$ cat src/rtl/iroot_seq_if.sv
// Request/response bundle for iroot_seq: start/mode/operand in, busy/done/result out.
interface iroot_seq_if #(
  parameter int unsigned WIDTH = 8
);
  localparam int unsigned RW = (WIDTH + 1) / 2;

  logic             start;
  logic             mode;
  logic [WIDTH-1:0] a;
  logic             busy;
  logic             done;
  logic [RW-1:0]    res;
  logic [WIDTH-1:0] rem;

  modport master (output start, mode, a, input busy, done, res, rem);
  modport slave  (input start, mode, a, output busy, done, res, rem);
endinterface

$ cat src/rtl/iroot_seq.sv
// iroot_seq: sequential floor square/cube root, digit-by-digit restoring.
// One result digit per CALC/STEP pair; latency depends only on mode and WIDTH.
// Optional feature macro: IROOT_REM_EN builds the remainder register;
// without it rem is tied to zero.
module iroot_seq #(
  parameter int unsigned WIDTH = 8
) (
  input  logic        clk,
  input  logic        rst,
  iroot_seq_if.slave  bus
);
  localparam int unsigned RW   = (WIDTH + 1) / 2;
  localparam int unsigned BW   = 2 * WIDTH + 2;
  localparam int unsigned SW   = $clog2(WIDTH + 1);
  localparam int unsigned CW   = $clog2(WIDTH + 1);
  localparam int unsigned N_SQ = (WIDTH + 1) / 2;
  localparam int unsigned N_CB = (WIDTH + 2) / 3;
  localparam int unsigned S_SQ = 2 * (N_SQ - 1);
  localparam int unsigned S_CB = 3 * (N_CB - 1);

  typedef enum logic [1:0] {IDLE, CALC, STEP, DONE} state_t;

  state_t           state_q, state_d;
  logic [WIDTH-1:0] x_q;
  logic [RW-1:0]    y_q;
  logic [SW-1:0]    s_q;
  logic [CW-1:0]    cnt_q;
  logic             cube_q;
  logic [BW-1:0]    b_q;
  logic             busy_q, done_q;
  logic [RW-1:0]    res_q;

  logic [BW-1:0]    y_ext_c, b_c;
  logic [WIDTH-1:0] x_step_c;
  logic [RW-1:0]    y_step_c;
  logic             last_c;

  // State register
  always_ff @(posedge clk or posedge rst) begin
    if (rst) state_q <= IDLE;
    else     state_q <= state_d;
  end

  // Next-state logic
  always_comb begin
    state_d = state_q;
    case (state_q)
      IDLE:    if (bus.start) state_d = CALC;
      CALC:    state_d = STEP;
      STEP:    state_d = (cnt_q == CW'(1)) ? DONE : CALC;
      DONE:    state_d = IDLE;
      default: state_d = IDLE;
    endcase
  end

  // Trial subtrahend from the pre-doubling y, and the conditional subtract
  always_comb begin
    y_ext_c  = BW'(y_q);
    b_c      = '0;
    x_step_c = x_q;
    y_step_c = y_q;
    if (cube_q) b_c = (BW'(12) * y_ext_c * y_ext_c + BW'(6) * y_ext_c + BW'(1)) << s_q;
    else        b_c = (BW'(4) * y_ext_c + BW'(1)) << s_q;
    if (BW'(x_q) >= b_q) begin
      x_step_c = WIDTH'(BW'(x_q) - b_q);
      y_step_c = y_q + RW'(1);
    end
  end

  assign last_c = (state_q == STEP) && (cnt_q == CW'(1));

  // Datapath, handshake flags and result register
  always_ff @(posedge clk or posedge rst) begin
    if (rst) begin
      x_q    <= '0;
      y_q    <= '0;
      s_q    <= '0;
      cnt_q  <= '0;
      cube_q <= 1'b0;
      b_q    <= '0;
      busy_q <= 1'b0;
      done_q <= 1'b0;
      res_q  <= '0;
    end else begin
      busy_q <= (state_d != IDLE);
      done_q <= (state_d == DONE);
      case (state_q)
        IDLE: if (bus.start) begin
          x_q    <= bus.a;
          y_q    <= '0;
          cube_q <= bus.mode;
          s_q    <= bus.mode ? SW'(S_CB) : SW'(S_SQ);
          cnt_q  <= bus.mode ? CW'(N_CB) : CW'(N_SQ);
        end
        CALC: begin
          b_q <= b_c;
          y_q <= y_q << 1;
        end
        STEP: begin
          x_q   <= x_step_c;
          y_q   <= y_step_c;
          s_q   <= s_q - (cube_q ? SW'(3) : SW'(2));
          cnt_q <= cnt_q - CW'(1);
        end
        default: ;
      endcase
      if (last_c) res_q <= y_step_c;
    end
  end

`ifdef IROOT_REM_EN
  logic [WIDTH-1:0] rem_q;

  // Remainder register, loaded alongside the result
  always_ff @(posedge clk or posedge rst) begin
    if (rst)         rem_q <= '0;
    else if (last_c) rem_q <= x_step_c;
  end

  assign bus.rem = rem_q;
`else
  assign bus.rem = '0;
`endif

  assign bus.busy = busy_q;
  assign bus.done = done_q;
  assign bus.res  = res_q;
endmodule
$ cat src/flat_wrapper.sv
// flat-port wrapper written by rule: the top's interface ports become plain ports
module iroot_seq_flat 
#(
  parameter int unsigned WIDTH = 8
)
  (clk, rst, bus_start, bus_mode, bus_a, bus_busy, bus_done, bus_res, bus_rem);
  iroot_seq_if #(.WIDTH(WIDTH)) bus_i ();
  input  logic clk;
  input  logic rst;
  input wire logic [$bits(bus_i.start)-1:0] bus_start;
  input wire logic [$bits(bus_i.mode)-1:0] bus_mode;
  input wire logic [$bits(bus_i.a)-1:0] bus_a;
  output wire logic [$bits(bus_i.busy)-1:0] bus_busy;
  output wire logic [$bits(bus_i.done)-1:0] bus_done;
  output wire logic [$bits(bus_i.res)-1:0] bus_res;
  output wire logic [$bits(bus_i.rem)-1:0] bus_rem;
  assign bus_i.start = bus_start;
  assign bus_i.mode = bus_mode;
  assign bus_i.a = bus_a;
  assign bus_busy = bus_i.busy;
  assign bus_done = bus_i.done;
  assign bus_res = bus_i.res;
  assign bus_rem = bus_i.rem;
  iroot_seq #(.WIDTH(WIDTH)) u_core (.clk(clk), .rst(rst), .bus(bus_i));
endmodule
$ cat config.mk
export PLATFORM = sky130hd
export DESIGN_NAME = iroot_seq_flat
export DESIGN_NICKNAME = d
export VERILOG_FILES = /design/src/rtl/iroot_seq_if.sv /design/src/rtl/iroot_seq.sv /design/src/flat_wrapper.sv
export SDC_FILE = /design/constraint.sdc
export NUM_CORES = 1
export LEC_CHECK = 0
export CORE_ASPECT_RATIO = 0.75
export CORE_MARGIN = 4
export CORE_UTILIZATION = 45
export CTS_BUF_LIST = sky130_fd_sc_hd__clkbuf_8
export DETAILED_ROUTE_END_ITERATION = 10
export GPL_ROUTABILITY_DRIVEN = 0
export GPL_TIMING_DRIVEN = 1
export PLACE_DENSITY = 0.65
export SLEW_MARGIN = 10
export SYNTH_ARGS = -nofsm -noshare
export SYNTH_HDL_FRONTEND = slang
export SYNTH_SLANG_ARGS = --single-unit
$ cat constraint.sdc
create_clock -name clk -period 8.3 [get_ports clk]
set_clock_uncertainty 0.15 [all_clocks]
set_input_delay 2.49 -clock clk [delete_from_list [all_inputs] [get_ports clk]]
set_output_delay 2.49 -clock clk [all_outputs]
set_load 0.02 [all_outputs]
======== Word-level counts from Yosys, hierarchy flattened ========
Cells that the tools add are included.
operators by class
  add/subtract/negate cells ............... 7
  multipliers ............................. 3
  $lt $le $gt $ge ......................... 1
  equality and inequality tests ........... 7
  shift operators ......................... 2
  mux-type cells .......................... 16
  reductions and logical operators ........ 9
operator list
  kind                                                 number
  << shifter 18 x 4 -> 18 bit                          2
  adder 18 x 1 -> 18 bit, second input constant        1
  greater-or-equal comparator 8 x 18 -> 1 bit          1
  two-way mux 18 bit                                   1
  two-way mux 4 bit                                    4
  two-way mux 8 bit                                    2
  one-hot mux 4 bit (2 select lines)                   2
  one-hot mux 8 bit (2 select lines)                   1
  adder 12 x 7 -> 13 bit                               1
  multiplier 2 x 4 -> 6 bit, first input constant      2
  one-hot mux 4 bit (3 select lines)                   1
  multiplier 6 x 4 -> 10 bit                           1
  one-hot mux 2 bit (4 select lines)                   1
  subtractor 8 bit                                     1
  adder 6 x 1 -> 7 bit, second input constant          1
  equality test 2 bit, second input constant           3
  AND reduction 2 bit                                  3
  adder 4 x 1 -> 4 bit, second input constant          1
  equality test 4 x 1 -> 1 bit, second input constant  1
  two-way mux 2 bit                                    2
  nonzero test 2 bit                                   2
  subtractor 4 x 1 -> 4 bit, second input constant     1
  subtractor 4 bit                                     1
  two-way mux 3 bit                                    1
  8 further kinds                                      8
word-level totals
  bits in registers ....................... 47
  input bits .............................. 12
  output and inout bits ................... 14

======== Longest topological paths before layout ========
Gate-level depths: netlist of the first run.
  depth in word-level cells ............... 6
  mapped depth ............................ 22

======== Worst setup path after synthesis of the first run ========
No wires, ideal clock.
  path kind ............................... register to register
  start point ............................. register u_core.y_q[2]
  end point ............................... register u_core.b_q[13]
  setup time .............................. 0.120 ns
  data arrival time ....................... 4.954 ns
  data required time ...................... 8.030 ns
  slack ................................... 3.076 ns
  stages on the path, launching flop included .. 22
  buffers on the path ..................... 2
  clock period less this slack ............ 5.224 ns
  path through ............................ dfrtp_1 > clkbuf_1 > clkinv_1 > ha_1 > xnor2_1 > and2_1 > fa_1 > inv_1 > fa_1 > inv_1 > ha_1 > xor2_1 > ha_1 > o21ai_0 > o21bai_1 > and4_1 > buf_2 > nand4_1 > xor2_2 > nor2_1 > or3_1 > a31o_1
between the ends
  longest elaborated chain between the ends .. 6
ends and longest elaborated chain
  what                         RTL line          RTL
  from (decl)                  iroot_seq.sv:25   logic [RW-1:0] y_q;
  from (signal assigned)       iroot_seq.sv:97   y_q <= y_q << 1;
  from (signal assigned)       iroot_seq.sv:101  y_q <= y_step_c;
  multiplier 2 x 4 -> 6 bit    iroot_seq.sv:62   if (cube_q) b_c = (BW'(12) * y_ext_c * y_ext_c + BW'(6) * y_ext_c + BW'(1)) << s_q;
  multiplier 6 x 4 -> 10 bit   iroot_seq.sv:62
  adder 12 x 7 -> 13 bit       iroot_seq.sv:62
  adder 18 x 1 -> 18 bit       iroot_seq.sv:62
  << shifter 18 x 4 -> 18 bit  iroot_seq.sv:62
  two-way mux 18 bit *         iroot_seq.sv:62
  to (signal assigned)         iroot_seq.sv:80   b_q <= '0;
  to (signal assigned)         iroot_seq.sv:96   b_q <= b_c;
  to (decl)                    iroot_seq.sv:29   logic [BW-1:0] b_q;
Mark *: on every way between the ends. The rest lies on a longest branch, timed or not.
A chain may end at the register's enable or synchronous reset.

======== Worst setup path after layout of the first run ========
  start point ............................. register u_core.y_q[0]
  end point ............................... register u_core.b_q[12]
Same word-level chain as after synthesis.

==> results of run 1 <==
-- flip-flops by register name, indices dropped and copies added (netlist names) --
name and cells:
u_core.b_q 18, u_core.x_q 8, u_core.bus.done 1, u_core.cube_q 1, u_core.bus.busy 1, u_core.state_q 2
u_core.bus.res 4, u_core.s_q 4, u_core.y_q 4, u_core.cnt_q 4
-- report_power, final --
part           leakage, nW  internal, mW  switching (mW)  total (mW)
sequential           0.592         0.313          0.0998       0.412
clock               0.0460        0.0595          0.0849       0.144
combinational         1.51         0.302           0.462       0.765
total                 2.15         0.674           0.647        1.32
-- metrics by stage --
stage,power (mW),area (um^2),hold slack [ps],setup slack (ps),utilization [%]
floorplan,0.987,4520,331,3080,-
global placement,1.15,4710,327,2770,48.6
detailed placement,1.17,4710,329,2590,48.6
CTS,1.31,4800,357,2550,49.5
global route,1.45,4800,395,2160,49.5
finish,1.32,4800,348,2500,49.5
-- metal layers --
layer	track usage [%]	wire length, um
met5	0	0
met3	4.19	669
met4	4.33	146
met2	29.4	4670
met1	29.7	5490
-- worst max-delay path by stage --
| stage | slack [ps] | end | cells after the start |
|---|---|---|---|
| final | 2500 | u_core.b_q[12] | 17 |
| after global routing | 2160 | u_core.b_q[17] | 19 |
| after CTS | 2550 | u_core.b_q[13] | 17 |
| after detailed placement | 2590 | u_core.b_q[13] | 17 |
| after global placement | 2770 | u_core.b_q[13] | 19 |
| after floorplan | 3080 | u_core.b_q[13] | 21 |
-- synth_stat cells (all sizes together) (2+ instances only) --
library cell	count	share of area, %
a221oi	3	0.72
or4	3	0.50
nor2	55	4.8
clkinv	4	0.33
dfrtp	47	26
or3	5	0.70
mux2	4	1.0
nand4	7	0.97
o21ai	35	3.9
xor2	5	1.3
nand2	39	3.3
nand3	16	1.8
and3	10	1.4
a22oi	3	0.50
inv	42	3.5
o31ai	5	1.1
o22ai	14	1.9
o221ai	6	1.2
a2bb2oi	3	0.72
o21a	4	0.67
mux2i	12	2.7
and2	11	1.5
a211oi	3	0.61
fa	10	4.5
nor3	8	0.89
o2111ai	6	1.3
a31oi	11	1.9
nor2b	7	0.97
buf	15	2.1
nor3b	2	0.33
clkbuf	17	1.4
a21o	6	1.0
nand2b	4	0.56
a21oi	29	3.3
ha	39	11
o211ai	10	1.7
xnor2	13	2.7
a22o	2	0.39
or2	3	0.42
o21bai	3	0.50
o311a	3	0.67
a211o	3	0.58
and4	2	0.39
-- final cells by class --
cell class                      instances  area, um^2
Fill cell                             979        4890
Multi-Input combinational cell        423        3010
Sequential cell                        47        1180
Timing Repair Buffer                   19         185
Inverter                               46         173
Tap cell                              132         165
Clock buffer                            5        68.8
Clock inverter                          3        20.0
-- cells by family after synthesis --
kind of cell | synth area share (%)
compound gates | 24.4
xor+xnor | 4.01
buf+inv | 7.35
fa+ha+maj | 15.3
simple gates | 19.0
mux | 3.67
other cells | 0.0834
flops | 26.2
-- worst max-delay path, cell delays in order (launching register included) --
cell and delay [ps]:
dfrtp_1 600, ha_1 390, fa_1 600, nand2_1 110, fa_1 500, inv_1 60
fa_1 530, fa_1 490, xor2_1 170, ha_1 350, o21ai_0 100, o21bai_1 170
and4_1 390, nand4_1 190, xor2_2 240, o21ai_1 120, a2bb2oi_1 390, a31oi_1 130
==> flow_metrics.tcl, run 1 <==
set metrics [dict create \
    synth_edf_count 0 \
    dp_cells 667 \
    p_per_area_nw_per_um2 275 \
    ir_worst_vdd_mv 0.210 \
    antenna_cells 0 \
    grt_max_degree 48 \
    cts_tree "built" \
    synth_cells 541 \
    yosys_warnings 0 \
    port_buffers 17 \
    cts_buffers 5 \
    wl_per_cell_um 16.3 \
    netlist_area_um2 4490 \
    syn_avg_cell_area_um2 8.31 \
    synthFlopType "dfrtp_1" \
    core_area_um2 9700 \
    final_cell_count_no_fill 675 \
    final_common_cell "nor2_1" \
    num_rows 31 \
    clk_path_buf_depth 2 \
    syn2layout_area_growth_pct 6.85 \
    dr.pass1.iters 5 \
    whs_endpoint "u_core.bus.res[3]" \
    synth.distinct_cells 70 \
    pin_count 26 \
    r2r-start "u_core.y_q[0]" \
    fmax_mhz 173 \
    antenna_left 0 \
    fin_crit_ps 5800 \
    start_util_pct 46.3 \
    crit_type "register to register" \
    slew_headroom_pct 34.5 \
    route.detailed.drc 0 \
    finalSetupTns_ps 0 \
    cts-resized-gates 0 \
    cp.required_ps 8330 \
    wl_mm 11.0 \
    reg2reg_depth 17 \
    async_flop_share_pct 100 \
    dieArea_um2 11700 \
    vias_per_cell 5.82 \
    hold_start "u_core.bus.res[3]" \
    r2r_slack_ps 2500 \
    first_iter_violations 311 \
    overflow 0 \
    root_buffer "clkbuf_8" \
    grt_first_pass_wirelength_mm 18.6 \
    drive_gt1_share_pct 5.34 \
    rsz0062_at_grt "no" \
    die_y_um 94.6 \
    synth-seq-cells 47 \
    end_kind "register" \
    leakage_nw 2.15 \
    cts_sinks 47 \
    arrival_ps 5830 \
    die_w_um 123 \
    dr_total_vias 3929 \
    slew_viol_final 0 \
    antenna_found_initial 0 \
    worstSetupStartpointType "register" \
    dp_hpwl_mm 8.38 \
    grtUsageTotal_pct 19.9 \
    final_nets 603 \
    cts_setup_buffers 0 \
    yosysSeqAreaShare_pct 26.2 \
    hold_class "register to register" \
    clk_pin_slew_worst_paths_ps 90 \
    cap_violations 0 \
    status "completed" \
    hold_viol 0 \
    min_period_over_period_pct 69.8 \
    worst_slew_pin_slew_ps 982 \
    ctsHoldBuffers 0 \
    htreeDepth 2 \
    grt_pass1_vias 3772 \
    hold_depth 1 \
    timing.rr.end "u_core.b_q[12]" \
    critPathMaxFanout 17 \
    crit_start "u_core.y_q[0]" \
    clk_latency_ps 310 \
    layout_common_cells "nor2_1, dfrtp_1, inv_1" \
    setup_viol 0 \
]
(Power assumes the default switching activity.)
==> run 2: changes to the inputs <==
--- a/config.mk
+++ b/config.mk
@@ -12,7 +12,7 @@
 export DETAILED_ROUTE_END_ITERATION = 10
 export GPL_ROUTABILITY_DRIVEN = 0
 export GPL_TIMING_DRIVEN = 1
-export PLACE_DENSITY = 0.65
+export PLACE_DENSITY = 0.67
 export SLEW_MARGIN = 10
 export SYNTH_ARGS = -nofsm -noshare
 export SYNTH_HDL_FRONTEND = slang
==> constraint.sdc (replaced) <==
create_clock -name clk -period 5.3 [get_ports clk]
set_clock_uncertainty 0.15 [all_clocks]
set_input_delay 1.59 -clock clk [delete_from_list [all_inputs] [get_ports clk]]
set_output_delay 1.59 -clock clk [all_outputs]
set_load 0.02 [all_outputs]
==> run 2 against run 1 <==
Sequential cell count unchanged; register-to-register slack worse by 2200 ps; worst hold slack lost 0.66 ps; first-iteration DRC count increased by 2.3%; fmax grew 15%; sequential power increased by 57%; sequential share of layout area down 1.1 points; routed wire length is 0.51% higher; count of clock-buffer cells in the layout increased by 1; combinational power rose by 56%; critical path type unchanged.
==> flow_metrics.tcl, run 2 (synthesis gave the netlist of run 1 again) <==
set metrics [dict create \
    layout_common_cells "nor2_1, dfrtp_1, inv_1" \
    netSwitchingPower_mw 1.00 \
    hold_class "register to register" \
    ir_worst_vdd_mv 0.286 \
    htreeDepth 2 \
    cp.required_ps 5340 \
    dp_cells 676 \
    dieArea_um2 11700 \
    clk_pin_slew_worst_paths_ps 90 \
    arrival_ps 5090 \
    port_buffers 17 \
    status "completed" \
    wl_mm 11.0 \
    critPathMaxFanout 5 \
    num_rows 31 \
    final_nets 616 \
    core_area_um2 9700 \
    crit_type "register to register" \
    antenna_left 0 \
    vias_per_cell 5.84 \
    worst_slew_pin_slew_ps 979 \
    whs_ps 348 \
    p_comb_share_pct 56.1 \
    end_kind "register" \
    start_util_pct 46.3 \
    final_cell_count_no_fill 688 \
    drive_gt1_share_pct 10.1 \
    worstSetupStartpointType "register" \
    p_seq_share_pct 30.6 \
    clk_path_buf_depth 2 \
    clkPwrFrac_pct 13.3 \
    cts_sinks 47 \
    antenna_cells 0 \
    reg.largest.list "u_core.b_q (18), u_core.x_q (8)" \
    die_w_um 123 \
    dr_total_vias 4021 \
    internal_power_mw 1.12 \
    fmax_mhz 198 \
    p_sw_share_pct 47.2 \
    wl_per_cell_um 16.0 \
    leakage_nw 2.22 \
    min_period_over_period_pct 95.2 \
    overflow 0 \
    slew_viol_final 0 \
    antenna_found_initial 0 \
    power_mw 2.12 \
    final_common_cell "nor2_1" \
    syn2layout_area_growth_pct 11.9 \
    die_y_um 94.6 \
    dr.pass1.iters 5 \
    setup_viol 0 \
    route.detailed.drc 0 \
    first_iter_violations 318 \
    finalSetupTns_ps 0 \
    cap_violations 0 \
    grt_first_pass_wirelength_mm 19.0 \
    clk_latency_ps 310 \
    root_buffer "clkbuf_8" \
    r2r_slack_ps 260 \
    largest_reg_flops 18 \
    p_per_area_nw_per_um2 421 \
    grtUsageTotal_pct 20.2 \
    fin_crit_ps 5040 \
    cts_buffers 5 \
    cts_tree "built" \
    grt_pass1_vias 3838 \
    rsz0062_at_grt "no" \
    dp_hpwl_mm 8.39 \
    hold_viol 0 \
    largest-register "u_core.b_q" \
    slew_headroom_pct 34.7 \
    grt_max_degree 48 \
    pin_count 26 \
    ctsHoldBuffers 0 \
]
==> run 2: worst max-delay path, cell delays in order (launching register included) <==
cell      delay [ps]
dfrtp_1          410
ha_2             190
fa_2             360
xnor2_1          150
and2_1           170
fa_1             490
inv_1             60
fa_1             530
inv_1             60
ha_4             260
xor2_1           160
ha_1             350
o21ai_1           90
o21bai_1         180
and4_4           270
buf_4            120
o21ai_1           60
a32o_1           290
o21ai_1          270
o221a_1          240
o22ai_1           80
==> run 2: layer usage <==
layer | vias up | part of all wire [%] | global-route usage (%)
li1 | 1960 | - | -
met1 | 1944 | 50 | 30.2
met2 | 108 | 44 | 30.5
met3 | 9 | 5.4 | 3.83
met4 | 0 | 0.78 | 3.87
met5 | - | 0 | 0
==> run 2: power groups by stage <==
stage / registers [mW] / clock network, mW / logic (mW)
global route: 0.667 / 0.303 / 1.34
floorplan: 0.564 / 0 / 0.982
finish: 0.648 / 0.282 / 1.19
CTS: 0.639 / 0.287 / 1.17
detailed placement: 0.647 / 0 / 1.16
global placement: 0.643 / 0 / 1.14
==> run 2: cell type report <==
class / instances / area [um^2]
fillers: 943 / 4670
multi-input cells: 423 / 3110
flip-flops and latches: 47 / 1180
repair buffers: 32 / 283
inverters: 46 / 173
well taps: 132 / 165
clock buffers: 6 / 82.6
clock inverters: 2 / 35.0
==> run 2: timing repair <==
item / CTS / global route
endpoints found under the setup margin: 0 / 10
gates resized for setup: 0 / 20
endpoints found under the hold margin: 0 / 0
setup buffers: 0 / 4
==> run 2: worst paths after layout <==
check,start,end,cells past startpoint
worst max-delay path,u_core.y_q[0],u_core.b_q[15],20
worst min-delay path,u_core.bus.res[3],u_core.bus.res[3],1
max in group asynchronous,rst,u_core.y_q[2],2
worst min register to register,u_core.bus.res[3],u_core.bus.res[3],1
worst max register to register,u_core.y_q[0],u_core.b_q[15],20
min in group asynchronous,rst,u_core.cnt_q[1],2
==> run 2: per-stage QoR <==
stage / worst slack [ps] / utilization, % / instance area [um^2]
2_1_floorplan: 76.0 / - / 4520
3_3_place_gp: 206 / 49.3 / 4780
3_5_place_dp: 109 / 49.3 / 4780
4_1_cts: 64.9 / 50.5 / 4900
5_1_grt: 0.714 / 51.8 / 5030
6_report: 256 / 51.8 / 5030
==> run 3: changes to the inputs <==
--- a/config.mk
+++ b/config.mk
@@ -7,12 +7,12 @@
 export LEC_CHECK = 0
 export CORE_ASPECT_RATIO = 0.75
 export CORE_MARGIN = 4
-export CORE_UTILIZATION = 45
+export CORE_UTILIZATION = 57
 export CTS_BUF_LIST = sky130_fd_sc_hd__clkbuf_8
 export DETAILED_ROUTE_END_ITERATION = 10
 export GPL_ROUTABILITY_DRIVEN = 0
 export GPL_TIMING_DRIVEN = 1
-export PLACE_DENSITY = 0.67
+export PLACE_DENSITY = 0.82
 export SLEW_MARGIN = 10
 export SYNTH_ARGS = -nofsm -noshare
 export SYNTH_HDL_FRONTEND = slang
==> run 3 against run 2 <==
Register-to-register slack got worse by 160 ps; sequential share of layout area up 0.47 points; critical endpoint is now u_core.b_q[12]; largest power group unchanged; fmax shrank 3.0%; sequential power is essentially flat; cell area down 2.0%; count of clock-buffer cells in the layout decreased by 1.
==> flow_metrics.tcl, run 3 (synthesis gave the netlist of run 1 again) <==
set metrics [dict create \
    wl_mm 11.3 \
    cp.required_ps 5340 \
    status "completed" \
    p_seq_share_pct 31.1 \
    root_buffer "clkbuf_8" \
    crit_path_top_delay_cell "fa_1" \
    htreeDepth 2 \
    arrival_ps 5230 \
    ir_worst_vdd_mv 0.398 \
    route.detailed.drc 0 \
    dr.pass1.iters 6 \
    rsz0062_at_grt "yes" \
    clk_latency_ps 320 \
    cts_sinks 47 \
    num_rows 27 \
    grtUsageTotal_pct 23.9 \
    vias_per_cell 6.33 \
    final_nets 613 \
    grt_first_pass_wirelength_mm 18.9 \
    clkPwrFrac_pct 11.2 \
    grt_max_degree 48 \
    setup_viol 0 \
    slew_viol_final 0 \
    critPathMaxFanout 8 \
    fin_crit_ps 5200 \
    syn2layout_area_growth_pct 9.66 \
    dieArea_um2 9380 \
    min_period_over_period_pct 98.1 \
    hold_class "register to register" \
    largest_reg_flops 18 \
    largest-register "u_core.b_q" \
    antenna_cells 0 \
    netSwitchingPower_mw 1.03 \
    clk_path_buf_depth 2 \
    whs_ps 371 \
    port_buffers 17 \
    hold_viol 0 \
    critPathMaxStageDelay_ps 530 \
    path_cells "buf_12 -> fa_2 -> xnor2_1 -> and2_1 -> fa_1 -> inv_1 -> fa_1 -> inv_1 -> ha_4 -> xor2_1 -> ha_1 -> o21ai_1 -> o21bai_1 -> and4_4 -> nand4_1 -> xor2_2 -> o21ai_1 -> a2bb2oi_1 -> a31oi_1" \
    worstSetupStartpointType "register" \
    fmax_mhz 192 \
    layout_common_cells "nor2_1, dfrtp_1, inv_1" \
    p_per_area_nw_per_um2 423 \
    core_area_um2 7500 \
    dp_hpwl_mm 8.48 \
    crit_type "register to register" \
    clk_pin_slew_worst_paths_ps 100 \
    antenna_found_initial 0 \
    grt_pass1_vias 3853 \
    worst_slew_pin_slew_ps 1010 \
    leakage_nw 2.19 \
    end_kind "register" \
    wl_per_cell_um 17.3 \
    dr_total_vias 4138 \
    pin_count 26 \
    finalSetupTns_ps 0 \
    die_w_um 111 \
    cts_tree "built" \
    reg.largest.list "u_core.b_q (18), u_core.x_q (8)" \
    start_util_pct 59.9 \
    die_y_um 84.9 \
    cap_violations 0 \
    p_comb_share_pct 57.6 \
    slew_headroom_pct 32.6 \
    drive_gt1_share_pct 9.22 \
    antenna_left 0 \
    cts_buffers 5 \
    overflow 0 \
    final_common_cell "nor2_1" \
    post-route-util_pct 65.7 \
    internal_power_mw 1.05 \
    p_sw_share_pct 49.4 \
    first_iter_violations 342 \
]
## run 3: changes by cell type in the layout (fill, tap and decap cells not counted), sizes merged
cell,change
bufinv,-1
inv,+1
clkbuf,-1
clkinv,+1
buf,-3
## run 3: path summary, 6_finish.rpt
kind                                    from                 to  slack (ps)  cells past startpoint
max                            u_core.y_q[2]     u_core.b_q[12]         100                     19
min                        u_core.bus.res[2]  u_core.bus.res[2]         370                      1
max reg2reg                    u_core.y_q[2]     u_core.b_q[12]         100                     19
min reg2reg                u_core.bus.res[2]  u_core.bus.res[2]         370                      1
max in group asynchronous                rst      u_core.y_q[2]        2630                      2
min in group asynchronous                rst    u_core.cnt_q[3]        1670                      2
## run 3: through the flow
step / setup slack (ps) / power, mW / instance area (um^2) / instances
after floorplan: 76.0 / 1.55 / 4520 / 548
after global placement: 169 / 1.76 / 4730 / 643
after detailed placement: -46.4 / 1.81 / 4730 / 643
after CTS: 0.216 / 2.04 / 4820 / 651
after global routing: -28.7 / 2.27 / 4930 / 654
final: 101 / 2.08 / 4930 / 654
## run 3: power groups by stage
stage / clock network [mW] / logic (mW) / registers [mW]
3_5_place_dp: 0 / 1.16 / 0.647
2_1_floorplan: 0 / 0.982 / 0.564
5_1_grt: 0.257 / 1.35 / 0.668
3_3_place_gp: 0 / 1.12 / 0.639
4_1_cts: 0.234 / 1.17 / 0.640
6_report: 0.234 / 1.20 / 0.648
## run 3: timing repair
action / CTS / global route
setup buffers: 0 / 3
pin swaps: 0 / 9
resized for setup: 1 / 17
hold buffers: 0 / 0
endpoints found under the setup margin: 2 / 10
## run 3: cell type report
cell class,count,area (um^2)
repair buffers,29,277
multi-input cells,423,3090
flip-flops and latches,47,1180
fillers,615,2570
inverters,46,173
clock inverters,3,18.8
clock buffers,5,68.8
well taps,101,126
## run 3: critical path: cells and delay by family, from the launching register on
family | cells | cell delay, ps
AOI/OAI and AO/OA | 5 | 940
xor gates and xnor gates | 3 | 600
adders and majority gates | 5 | 2040
buffers and inverters | 3 | 270
DFF | 1 | 440
and+or+nand+nor | 3 | 620
## run 3: routing by layer
layer  routed length, um  global-route usage, %  vias to the layer above
met5                   0                      0                        -
met4                 186                   4.59                        0
met3                 991                   5.13                       29
met2                5100                   37.5                      201
met1                5050                   34.4                     1955
li1                    -                      -                     1953
